File: src/rtl/pwm_carrier_cmp.sv
// pwm_carrier_cmp: sawtooth/triangle carrier with double-buffered period and compare,
// registered PWM compare output and zero/peak carrier events.
module pwm_carrier_cmp #(
   parameter int CNT_WIDTH = 16
) (
   input  logic                 clk,
   input  logic                 reset,
   input  logic                 carr_en,
   input  logic                 carr_mode,
   input  logic [1:0]           upd_mode,
   input  logic [CNT_WIDTH-1:0] period,
   input  logic [CNT_WIDTH-1:0] cmp,
   input  logic [CNT_WIDTH-1:0] phase,
   input  logic                 sync_in,
   output logic                 pwm,
   output logic [CNT_WIDTH-1:0] carrier,
   output logic                 dir,
   output logic                 zero_evt,
   output logic                 peak_evt
);
   logic [CNT_WIDTH-1:0] p_act, c_act, start, up, dn, car_nxt;
   logic                 dir_nxt, load, at_top;
   assign start    = phase < p_act ? phase : p_act;
   assign up       = carrier + CNT_WIDTH'(1);
   assign dn       = carrier == '0 ? '0 : carrier - CNT_WIDTH'(1);
   assign at_top   = carrier >= p_act;
   assign zero_evt = carr_en & ~reset & (carrier == '0);
   assign peak_evt = carr_en & ~reset & (carrier == p_act);
   assign load     = ~carr_en | (upd_mode == 2'd0) | (upd_mode[0] & zero_evt) | (upd_mode[1] & peak_evt);
   // at_top (>=) also covers a period shrunk below the running count
   always_comb begin
      car_nxt = start;
      dir_nxt = 1'b0;
      if (carr_en & sync_in)
         dir_nxt = carr_mode & (phase >= p_act);
      else if (carr_en & ~carr_mode)
         car_nxt = at_top ? '0 : up;
      else if (carr_en & ~dir) begin
         dir_nxt = at_top;
         car_nxt = at_top ? dn : up;
      end else if (carr_en) begin
         dir_nxt = carrier != '0;
         car_nxt = carrier != '0 ? dn : (p_act == '0 ? '0 : CNT_WIDTH'(1));
      end
   end
   always_ff @(posedge clk or posedge reset) begin
      if (reset) begin
         carrier <= '0;
         dir     <= 1'b0;
         pwm     <= 1'b0;
         p_act   <= '0;
         c_act   <= '0;
      end else begin
         carrier <= car_nxt;
         dir     <= dir_nxt;
         pwm     <= carr_en & (carrier < c_act);
         if (load) begin
            p_act <= period;
            c_act <= cmp;
         end
      end
   end
endmodule
File: config.mk
export PLATFORM = sky130hd
export DESIGN_NAME = pwm_carrier_cmp
export DESIGN_NICKNAME = d
export VERILOG_FILES = /design/src/rtl/pwm_carrier_cmp.sv
export SDC_FILE = /design/constraint.sdc
export NUM_CORES = 1
export LEC_CHECK = 0
export CORE_MARGIN = 3
export CORE_UTILIZATION = 54
export CTS_CLUSTER_DIAMETER = 60
export DETAILED_ROUTE_END_ITERATION = 7
export HOLD_SLACK_MARGIN = 0.06
export PLACE_DENSITY_LB_ADDON = 0.1
export SYNTH_ARGS = -nofsm -noshare
export SYNTH_HDL_FRONTEND = slang
export SYNTH_SLANG_ARGS = --single-unit
File: constraint.sdc
create_clock -name clk -period 2.9 [get_ports clk]
set_input_delay 0.58 -clock clk [delete_from_list [all_inputs] [get_ports clk]]
set_output_delay 0.58 -clock clk [all_outputs]
set_load 0.1 [all_outputs]
==> results of run 1 <==
[worst max-delay path, delay by kind of cell, from the launching register on]
kind | cells | cell delay [ps]
buffers and inverters | 3 | 430
DFF | 1 | 450
and+or+nand+nor | 5 | 1210
[state kept, by name, summed over array words and instances (netlist names)]
| register | cells |
|---|---|
| pwm | 1 |
| carrier | 16 |
| c_act | 16 |
| p_act | 16 |
| dir | 1 |
[logic make-up (layout without fill, tap and decap cells)]
group	count (synthesis)	count (layout)	share of synthesized area
adders and majority gates	49	49	0.1499
DFF	50	50	0.3060
and+or+nand+nor	106	106	0.1450
buffers and inverters	52	178	0.06181
xor gates and xnor gates	14	14	0.02999
muxes	48	48	0.1561
AOI/OAI and AO/OA	88	88	0.1512
[per-stage QoR]
step | setup WS, ps | hold WS (ps) | cells | TNS, ps
2_1_floorplan | -617.5 | 458.1 | 407 | -19630
4_1_cts | -95.25 | 499.5 | 631 | -95.25
3_5_place_dp | -168.5 | 477.2 | 623 | -1205
5_1_grt | -158.3 | 537.5 | 632 | -158.3
3_3_place_gp | -51.68 | 469.9 | 623 | -92.41
6_report | -60.54 | 489.8 | 632 | -60.54
[per-layer routing]
layer,track usage,wire [um],up-vias
met1,0.3850,5365,1824
li1,-,-,1758
met5,0,0,-
met3,0.06195,705,21
met2,0.4775,5837,144
met4,0.08181,283,0
[repair_timing]
item | 4_1_cts | 5_1_grt
gates resized for setup | 3 | 3
endpoints found under the setup margin | 3 | 6
pin swaps | 0 | 2
buffers inserted | 0 | 1
hold endpoints to repair | 0 | 0
[power groups by stage]
stage	combinational [mW]	sequential [mW]	clock, mW
after detailed placement	2.09	0.932	0
after CTS	2.09	0.921	0.494
after floorplan	0.809	1.51	0
after global routing	2.26	0.940	0.525
final	2.12	0.927	0.480
after global placement	2.04	0.928	0
[final cells by class]
class	instances	area share
multi-input combinational	305	0.4815
sequential	50	0.2330
timing repair buffer	133	0.2168
inverter	37	0.02604
tap	99	0.02261
clock buffer	8	0.02010
[worst paths after layout]
kind | startpoint | end | slack (ps) | cells past startpoint
setup / recovery | carrier[6] | zero_evt | -60 | 8
hold / removal | c_act[7] | c_act[7] | 490 | 1
setup reg to reg | carrier[15] | carrier[13] | 130 | 9
hold reg to reg | c_act[7] | c_act[7] | 490 | 1
max in group asynchronous | reset | carrier[15] | 1530 | 3
min in group asynchronous | reset | c_act[6] | 860 | 3
[Yosys cell counts (all sizes together), types with 2 or more instances]
master   number  share of area
o22ai         4         0.0061
and2          2         0.0031
o2111ai       2         0.0058
o21ai        15          0.018
and4          2         0.0043
nor3b         2         0.0037
o21a          5         0.0092
o221a         3         0.0083
nor4          7          0.016
a21oi        19          0.023
nand2        20          0.018
nand4        11          0.017
a221oi        4         0.0086
xnor2         8          0.017
nand2b        3         0.0046
or3           2         0.0031
nand4b        2         0.0043
nand3        13          0.016
inv          37          0.034
mux2         36           0.13
nor2         14          0.013
a22oi         2         0.0037
a211oi        3         0.0055
or2           2         0.0031
buf           5          0.019
o221ai        4         0.0086
ha           49           0.15
o32a          2         0.0049
and3          9          0.014
a21o          9          0.017
xor2          6          0.013
clkbuf       10         0.0092
nor2b         6         0.0092
o211ai        5         0.0092
mux2i        12          0.029
nor3          8         0.0098
dfrtp        50           0.31
==> metrics, run 1 <==
cts bufs inserted 5; slowest stage delay, CP 450 ps; number of distinct library cell variants in the gate-level netlist after synthesis 60; Avg Cell Area, Syn 10.05 sq um; leakage power 2.579 nW; endpoints failing setup 1; count of nets left with antenna violations after detail routing 0; CP Capture Type primary output; worst min-delay path category reg2reg; Final Routed Wirelength 12,190 um; number of vias in the routed layout 3,747; Starting DRT DRC Count 347; register area share after synthesis 0.3060; routed length per placed instance 19.29 um; combinational share of power 0.601; TritonCTS clock tree done; number of hold buffers added after cts 0; port bufs 74; utilization after layout 0.7512; vias per cell 5.929; data arrival time of the worst path 2380 ps; share of the clock period used by the worst path after layout 1.021; power per unit of standard cell area 643.9 mW/mm^2; number of nets in the final layout 636; overflow left after global routing 0; ports placed on the boundary 75; violations in the final reports setup timing; Initial Utilization 0.5607; total of flip-flops plus latches after synthesis 50; placed wire-length estimate 9792 um; area of the mapped netlist 0.004089 sq mm; worst slew pin tran 672.1 ps; worst clock skew on the final layout 7.623 ps; Cell Rows 31; final non-filler cell area 0.005478 sq mm; Die Outline Area 0.008652 sq mm; most used flip-flop cell after synthesis sky130_fd_sc_hd__dfrtp_1; result of the run complete, but fails checks; Clock H-tree levels 2; maximum VDD drop 472.2 uV; part of the total power dissipated in sequential elements 0.263; ANT cells 0; post-route worst setup slack -60.54 ps; max-capacitance violation count 0; most common library cell in the layout ignoring fill and taps sky130_fd_sc_hd__buf_4; area used by multi-input combinational logic 0.002638 sq mm; remaining routing DRC violations 0; Layout fillers 547; Yosys warning total 0; power spent charging and discharging nets 1.656 mW; antenna violations before repair 0; DRT Pass-1 Iters 5; layout cells sized above 1 0.2833; chain of cells forming the critical path nor4_2, buf_4, nand4b_1, or4_4, nor4_4, and2b_4, buf_6, buf_12; gp weighted congestion 1.060; # clock sinks 50; CORE AREA 0.007292 sq mm; worst-skew pair later-pin latency 300 ps; combined flip-flop and latch cell area 0.001276 sq mm; clock-pin transition on the worst setup and hold timing paths 90 ps; Max FO, Critical Path 3; net count after synthesis 511; global-route wire length before repair 19,560 um; GRT Resource Usage Total 0.2898; critical-path cell with the highest stage delay sky130_fd_sc_hd__dfrtp_2; final total power 3.527 mW; highest clock frequency the design can meet 0.3378 GHz; data required time at the worst endpoint 2320 ps; unrepaired setup endpoints after global routing true; net switching share of the total power 0.4695; via count of the first global-routing pass 3,776; growth of design area from synthesis to finish 33.97%; Internal Power 1.871 mW; Bufs on Longest Clock Path 2; largest net degree at the start of global routing 51; path type of the worst setup path reg2out; final-report hold violation count 0; element type at the critical path start register; Relative slew margins 0.5519; Horiz. Die Dim 93.02 um; instance area after placement 0.005335 sq mm; clock root buffer sky130_fd_sc_hd__clkbuf_8; total count of max-transition violations in the final report 0; most used cells in the layout excluding fill and tap cells sky130_fd_sc_hd__buf_4, sky130_fd_sc_hd__clkdlybuf4s50_1, sky130_fd_sc_hd__ha_1, sky130_fd_sc_hd__inv_1, sky130_fd_sc_hd__dfrtp_1; minimum period implied by the final worst setup slack 2961 ps; Die Y 93.02 um; number of standard cells after synthesis 407; clock share of power 0.136; number of flops mapped to enable cells by yosys 0; asr flop ratio synth 1.000
No activity file was read; power rests on OpenSTA's default activity.
==> run 2, diff against run 1 <==
--- a/config.mk
+++ b/config.mk
@@ -5,12 +5,14 @@
 export SDC_FILE = /design/constraint.sdc
 export NUM_CORES = 1
 export LEC_CHECK = 0
+export ABC_AREA = 1
 export CORE_MARGIN = 3
 export CORE_UTILIZATION = 54
 export CTS_CLUSTER_DIAMETER = 60
 export DETAILED_ROUTE_END_ITERATION = 7
 export HOLD_SLACK_MARGIN = 0.06
 export PLACE_DENSITY_LB_ADDON = 0.1
+export SLEW_MARGIN = 20
 export SYNTH_ARGS = -nofsm -noshare
 export SYNTH_HDL_FRONTEND = slang
 export SYNTH_SLANG_ARGS = --single-unit
==> run 2 against run 1 <==
Effect of this change: die area increased by 3.1%; sequential cell count did not move; non-clock buffer count down 46; the run now ends clean; core utilization shrank 4.8 points; critical endpoint unchanged; worst hold slack improved by 43 ps; clock skew grew 3.1 ps; synthesized area rose by 3.3%; sequential power increased by 15%; total power increased by 0.41%; synthesized cell count grew 46%.
==> metrics, run 2 <==
total of flip-flops plus latches after synthesis 50 (unchanged); data arrival time of the worst path 2200 ps (-180 ps); total count of max-transition violations in the final report 0 (unchanged); net switching share of the total power 0.5312 (+0.06163); number of cells on the worst hold path 2 (+1); area of the mapped netlist 0.004224 sq mm (+3.3%); power per unit of standard cell area 679.7 mW/mm^2 (+5.5%); most used flip-flop cell after synthesis sky130_fd_sc_hd__dfrtp_1; max-capacitance violation count 0 (unchanged); origin of the critical flop-to-flop path carrier[11]; minimum setup slack after placement 203.3 ps (+371.8 ps); Die Y 94.45 um (+1.5%); number of standard cells after synthesis 596 (+46%); most common library cell in the layout ignoring fill and taps sky130_fd_sc_hd__nand2_1; synth top area cells sky130_fd_sc_hd__dfrtp_1, sky130_fd_sc_hd__ha_1, sky130_fd_sc_hd__nand2_1, sky130_fd_sc_hd__inv_1, sky130_fd_sc_hd__nand3_1; Initial Utilization 0.5702 (+0.009433); # clock sinks 50 (unchanged); TritonCTS clock tree done; port bufs 74 (unchanged); net count after synthesis 700 (+37%); placed wire-length estimate 9033 um (-7.7%); global-route wire length before repair 19,020 um (-2.8%); leakage power 2.643 nW (+2.5%); FF-to-FF End carrier[12]; Clock H-tree levels 2 (unchanged); Max FO, Critical Path 6 (+3); power spent charging and discharging nets 1.881 mW (+14%); clock share of power 0.123 (-0.013); worst slew pin tran 731.5 ps (+59.36 ps); path type of the worst setup path reg2out; vias per cell 5.369 (-9.4%); final-report hold violation count 0 (unchanged); number of distinct library cell variants in the gate-level netlist after synthesis 31 (-48%); endpoints failing setup 0 (-1); Relative slew margins 0.5122 (-0.03978); number of flops mapped to enable cells by yosys 0 (unchanged); final total power 3.542 mW (+0.41%); cts bufs inserted 5 (unchanged); Yosys top cell by area sky130_fd_sc_hd__dfrtp_1; GRT Resource Usage Total 0.2658 (-0.02402); combinational share of power 0.575 (-0.026); number of vias in the routed layout 4,161 (+11%); via count of the first global-routing pass 4,055 (+7.4%); ANT cells 0 (unchanged); data required time at the worst endpoint 2320 ps (about the same); highest clock frequency the design can meet 0.3600 GHz (+6.6%); top post-synthesis cells by count sky130_fd_sc_hd__nand2_1, sky130_fd_sc_hd__inv_1, sky130_fd_sc_hd__nor2_1; Bufs on Longest Clock Path 2 (unchanged); setup slack on the worst flop-to-flop path 380 ps (+250 ps); Final Routed Wirelength 11,370 um (-6.7%); largest net degree at the start of global routing 37 (-27%); Yosys warning total 0 (unchanged); Horiz. Die Dim 94.45 um (+1.5%); count of nets left with antenna violations after detail routing 0 (unchanged); result of the run finished, final reports clean; asr flop ratio synth 1.000 (unchanged); share of the clock period used by the worst path after layout 0.9580 (-0.06292); area share of the largest cell type after synthesis 0.2962 (-0.009789); Internal Power 1.661 mW (-11%); minimum period implied by the final worst setup slack 2778 ps (-182.5 ps); Setup Fix Bufs, Post-CTS 0 (unchanged); layout cells sized above 1 0.1198 (-0.1635); gp weighted congestion 0.9275 (-13%); ports placed on the boundary 75 (unchanged); number of standard cells in the layout, taps in and fillers out 775 (+23%); Cell Rows 31 (unchanged); most used cells in the layout excluding fill and tap cells sky130_fd_sc_hd__nand2_1, sky130_fd_sc_hd__inv_1, sky130_fd_sc_hd__clkdlybuf4s50_1, sky130_fd_sc_hd__nor2_1, sky130_fd_sc_hd__ha_1; Starting DRT DRC Count 333 (-4.0%); number of nets in the final layout 779 (+22%); Die Outline Area 0.008920 sq mm (+3.1%); register area share after synthesis 0.2962 (-0.009789); Hold Path Origin c_act[15]; number of hold buffers added after cts 0 (unchanged); CORE AREA 0.007408 sq mm (+1.6%); DRT Pass-1 Iters 5 (unchanged); remaining routing DRC violations 0 (unchanged); element type at the critical path start register; clock root buffer sky130_fd_sc_hd__clkbuf_8; routed length per placed instance 14.68 um (-24%); worst clock skew on the final layout 10.69 ps (+3.067 ps); CP Capture Type primary output; clock-pin transition on the worst setup and hold timing paths 90 ps (about the same); growth of design area from synthesis to finish 23.37%; worst-skew pair later-pin latency 310 ps (about the same); worst min-delay path category reg2reg; number of instances in the placed design 767 (+23%); Regs by FF count c_act x16, carrier x16, p_act x16; Avg Cell Area, Syn 7.087 sq um (-29%); post-route worst setup slack 121.9 ps (+182.5 ps); overflow left after global routing 0 (unchanged); antenna violations before repair 0 (unchanged); most frequent cell after synthesis sky130_fd_sc_hd__nand2_1; maximum VDD drop 442.9 uV (-6.2%); depth of the worst register-to-register path 12 (+3); part of the total power dissipated in sequential elements 0.302 (+0.039); capture endpoint of the worst hold path c_act[15]
[run 2: per-stage QoR]
stage	hold WS (ps)	cell area (sq um)	setup TNS, ps	utilization
global route	558.6	5211	-0.6974	0.7034
finish	532.6	5211	0	0.7034
global placement	504.8	5110	0	0.6897
detailed placement	509.7	5110	0	0.6897
floorplan	483.0	4258	-45.50	-
CTS	534.3	5204	0	0.7024
[run 2: critical path, stage by stage, from the launching register on]
cell                      delay (ps)
sky130_fd_sc_hd__dfrtp_2         470
sky130_fd_sc_hd__inv_2           110
sky130_fd_sc_hd__ha_1            200
sky130_fd_sc_hd__nand3_2         130
sky130_fd_sc_hd__nor2_2          210
sky130_fd_sc_hd__nand4_1         160
sky130_fd_sc_hd__nor2_2          150
sky130_fd_sc_hd__nand3_2         130
sky130_fd_sc_hd__nor2_4          130
sky130_fd_sc_hd__buf_12          180
[run 2: area by class of cell]
cell class	instances	area (sq um)
flip-flops and latches	50	1271
clock buffers	7	86.33
repair buffers	87	838.3
inverters	82	307.8
multi-input cells	449	2579
fillers	629	2197
clock inverters	1	5.005
well taps	99	123.9
[run 2: worst max path at each step]
stage                    start    endpoint
floorplan           carrier[0]    p_act[2]
global placement     phase[15]  carrier[4]
detailed placement   phase[15]  carrier[4]
CTS                 carrier[0]    zero_evt
global route        carrier[0]    zero_evt
finish              carrier[0]    zero_evt
[run 2: per-layer routing]
metal,GRT usage,share of wire,vias to the layer above
met3,0.03825,0.050,16
met5,0,0,-
met2,0.4675,0.50,129
met1,0.3391,0.44,1909
met4,0.07461,0.016,0
li1,-,-,2107
[run 2: logic make-up after synthesis]
logic type	after synthesis	share of synthesized area
AOI/OAI and AO/OA	85	0.1173
xor gates and xnor gates	20	0.04147
adders and majority gates	49	0.1451
buffers and inverters	97	0.09893
DFF	50	0.2962
and+or+nand+nor	295	0.3010
[run 2: what timing repair did]
| item | 4_1_cts | 5_1_grt |
|---|---|---|
| pin swaps | 0 | 0 |
| endpoints found under the hold margin | 0 | 0 |
| resized for setup | 1 | 2 |
| endpoints found under the setup margin | 1 | 1 |
[run 2: power groups by stage]
| stage | clock [mW] | combinational [mW] | sequential, mW |
|---|---|---|---|
| finish | 0.436 | 2.04 | 1.07 |
| global route | 0.471 | 2.25 | 1.09 |
| CTS | 0.449 | 2.03 | 1.06 |
| detailed placement | 0 | 2.01 | 1.08 |
| global placement | 0 | 1.96 | 1.08 |
| floorplan | 0 | 1.00 | 1.55 |
==> run 3, diff against run 2 <==
--- a/config.mk
+++ b/config.mk
@@ -7,8 +7,9 @@
 export LEC_CHECK = 0
 export ABC_AREA = 1
 export CORE_MARGIN = 3
-export CORE_UTILIZATION = 54
+export CORE_UTILIZATION = 40
 export CTS_CLUSTER_DIAMETER = 60
+export CTS_CLUSTER_SIZE = 20
 export DETAILED_ROUTE_END_ITERATION = 7
 export HOLD_SLACK_MARGIN = 0.06
 export PLACE_DENSITY_LB_ADDON = 0.1
==> run 3 against run 2 <==
Effect of this change: total power up 4.2%; first-iteration DRC count down 35%; clock skew about the same; via count is the same; worst hold slack worse by 1.2 ps; fmax up 0.16%; final cell count increased by 5.3%; sequential cell count unchanged; die area grew 33%; core utilization shrank 17 points; clock power grew 19%; sequential share of layout area down 0.63 points.
==> metrics, run 3 (synthesized netlist as in run 2, its figures left out) <==
result of the run finished, final reports clean; antenna violations before repair 0 (unchanged); combinational share of power 0.571 (-0.004); maximum VDD drop 540.4 uV (+22%); vias per cell 5.099 (-5.0%); data required time at the worst endpoint 2320 ps (about the same); Die Y 108.8 um (+15%); worst min-delay path category reg2reg; endpoints failing setup 0 (unchanged); power per unit of standard cell area 689.8 mW/mm^2 (+1.5%); Regs by FF count c_act x16, carrier x16, p_act x16; most common library cell in the layout ignoring fill and taps sky130_fd_sc_hd__nand2_1; global-route wire length before repair 20,140 um (+5.9%); CORE AREA 0.01000 sq mm (+35%); Horiz. Die Dim 108.8 um (+15%); data arrival time of the worst path 2190 ps (about the same); # clock sinks 50 (unchanged); part of the total power dissipated in sequential elements 0.288 (-0.014); port bufs 74 (unchanged); ports placed on the boundary 75 (unchanged); final-report hold violation count 0 (unchanged); gp weighted congestion 0.9110 (-1.8%); clock share of power 0.141 (+0.018); number of nets in the final layout 786 (+0.90%); Bufs on Longest Clock Path 2 (unchanged); placed wire-length estimate 9898 um (+9.6%); share of the clock period used by the worst path after layout 0.9564 (-0.001572); GRT Resource Usage Total 0.2180 (-0.04779); largest net degree at the start of global routing 65 (+76%); count of nets left with antenna violations after detail routing 0 (unchanged); minimum setup slack after placement 96.79 ps (-106.5 ps); Final Routed Wirelength 12,550 um (+10%); leakage power 2.684 nW (+1.6%); total count of max-transition violations in the final report 0 (unchanged); setup_tns 0 ps (unchanged); Die Outline Area 0.01183 sq mm (+33%); highest clock frequency the design can meet 0.3606 GHz (+0.16%); worst-skew pair later-pin latency 310 ps (about the same); most used cells in the layout excluding fill and tap cells sky130_fd_sc_hd__nand2_1, sky130_fd_sc_hd__inv_1, sky130_fd_sc_hd__clkdlybuf4s50_1, sky130_fd_sc_hd__nor2_1, sky130_fd_sc_hd__ha_1; minimum period implied by the final worst setup slack 2774 ps (-4.559 ps); Starting DRT DRC Count 218 (-35%); worst slew pin tran 581.9 ps (-149.5 ps); post-route worst setup slack 126.5 ps (+4.559 ps); Relative slew margins 0.6115 (+0.09933); routed wire length on met3 496 um (-12%); clock-pin transition on the worst setup and hold timing paths 110 ps (+20 ps); growth of design area from synthesis to finish 26.66%; cts bufs inserted 5 (unchanged); via count of the first global-routing pass 4,036 (-0.47%); power spent charging and discharging nets 1.928 mW (+2.5%); element type at the critical path start register; Internal Power 1.763 mW (+6.2%); met2 routed WL 6095 um (+7.5%); remaining routing DRC violations 0 (unchanged); TritonCTS clock tree done; ANT cells 0 (unchanged); path type of the worst setup path reg2out; max-capacitance violation count 0 (unchanged); Cell Rows 36 (+16%); DRT Pass-1 Iters 5 (unchanged); Clock H-tree levels 2 (unchanged); clock root buffer sky130_fd_sc_hd__clkbuf_8; worst clock skew on the final layout 11.10 ps (+0.4086 ps); Layout fillers 978 (+55%); Max FO, Critical Path 4 (-2); highest metal layer used by the detailed router met4; number of vias in the routed layout 4,161 (unchanged); Initial Utilization 0.4224 (-0.1478); overflow left after global routing 0 (unchanged); layout cells sized above 1 0.1288 (+0.009021); CP Capture Type primary output; routed length per placed instance 15.38 um (+4.8%); met1 routed wirelength after detailed routing 5738 um (+16%); number of hold buffers added after cts 0 (unchanged); unrepaired setup endpoints after global routing false; net switching share of the total power 0.5224 (-0.008774)
-- run 3: cell count changes in the layout (fill, tap and decap cells not counted), sizes merged --
cell and change:
clkinvlp +1, bufinv +1, clkbuf -1, buf +7
clkinv -1
-- run 3: metrics by stage --
stage	instances	util	hold slack (ps)	area [sq um]	power, mW
2_1_floorplan	596	-	483.0	4258	2.558
3_3_place_gp	805	0.5195	504.1	5195	3.121
3_5_place_dp	805	0.5195	511.7	5195	3.155
4_1_cts	814	0.5323	537.6	5323	3.687
5_1_grt	816	0.5350	553.3	5350	3.980
6_report	816	0.5350	531.4	5350	3.691
-- run 3: worst paths after layout --
kind	start	end	slack, ps	cells past startpoint
min in group asynchronous	reset	p_act[4]	720	2
min reg2reg	c_act[15]	c_act[15]	530	2
max reg2reg	carrier[7]	carrier[14]	390	10
max	carrier[0]	zero_evt	130	9
min	c_act[15]	c_act[15]	530	2
max in group asynchronous	reset	carrier[7]	1600	3
-- run 3: layout make-up --
class	instances	area, sq um	area share
clock inverter	2	37.54	0.007016
clock buffer	6	72.57	0.01356
tap	133	166.4	0.03110
timing repair buffer	94	903.4	0.1688
inverter	82	307.8	0.05753
sequential	50	1271	0.2376
multi-input combinational	449	2591	0.4843
-- run 3: critical path: stages, from the launching register on --
cell,delay [ps]
sky130_fd_sc_hd__dfrtp_2,450
sky130_fd_sc_hd__inv_2,110
sky130_fd_sc_hd__ha_1,240
sky130_fd_sc_hd__nand3_4,120
sky130_fd_sc_hd__nor2_4,160
sky130_fd_sc_hd__nand4_1,140
sky130_fd_sc_hd__nor2_2,170
sky130_fd_sc_hd__nand3_2,160
sky130_fd_sc_hd__nor2_4,150
sky130_fd_sc_hd__buf_12,180
-- run 3: routing by layer --
metal | vias up | GRT usage
met5 | - | 0
met4 | 0 | 0.06402
met3 | 20 | 0.02546
met2 | 109 | 0.3729
met1 | 1912 | 0.2894
li1 | 2120 | -
-- run 3: what timing repair did --
item / 4_1_cts / 5_1_grt
buffers inserted: 1 / 2
setup endpoints to repair: 1 / 1
hold endpoints to repair: 0 / 0
resized for setup: 3 / 2
pin swaps: 1 / 0
-- run 3: power groups by stage --
stage / clock [mW] / sequential [mW] / combinational [mW]
2_1_floorplan: 0 / 1.55 / 1.00
3_3_place_gp: 0 / 1.08 / 2.04
3_5_place_dp: 0 / 1.08 / 2.08
4_1_cts: 0.534 / 1.07 / 2.09
5_1_grt: 0.558 / 1.08 / 2.34
6_report: 0.521 / 1.06 / 2.11
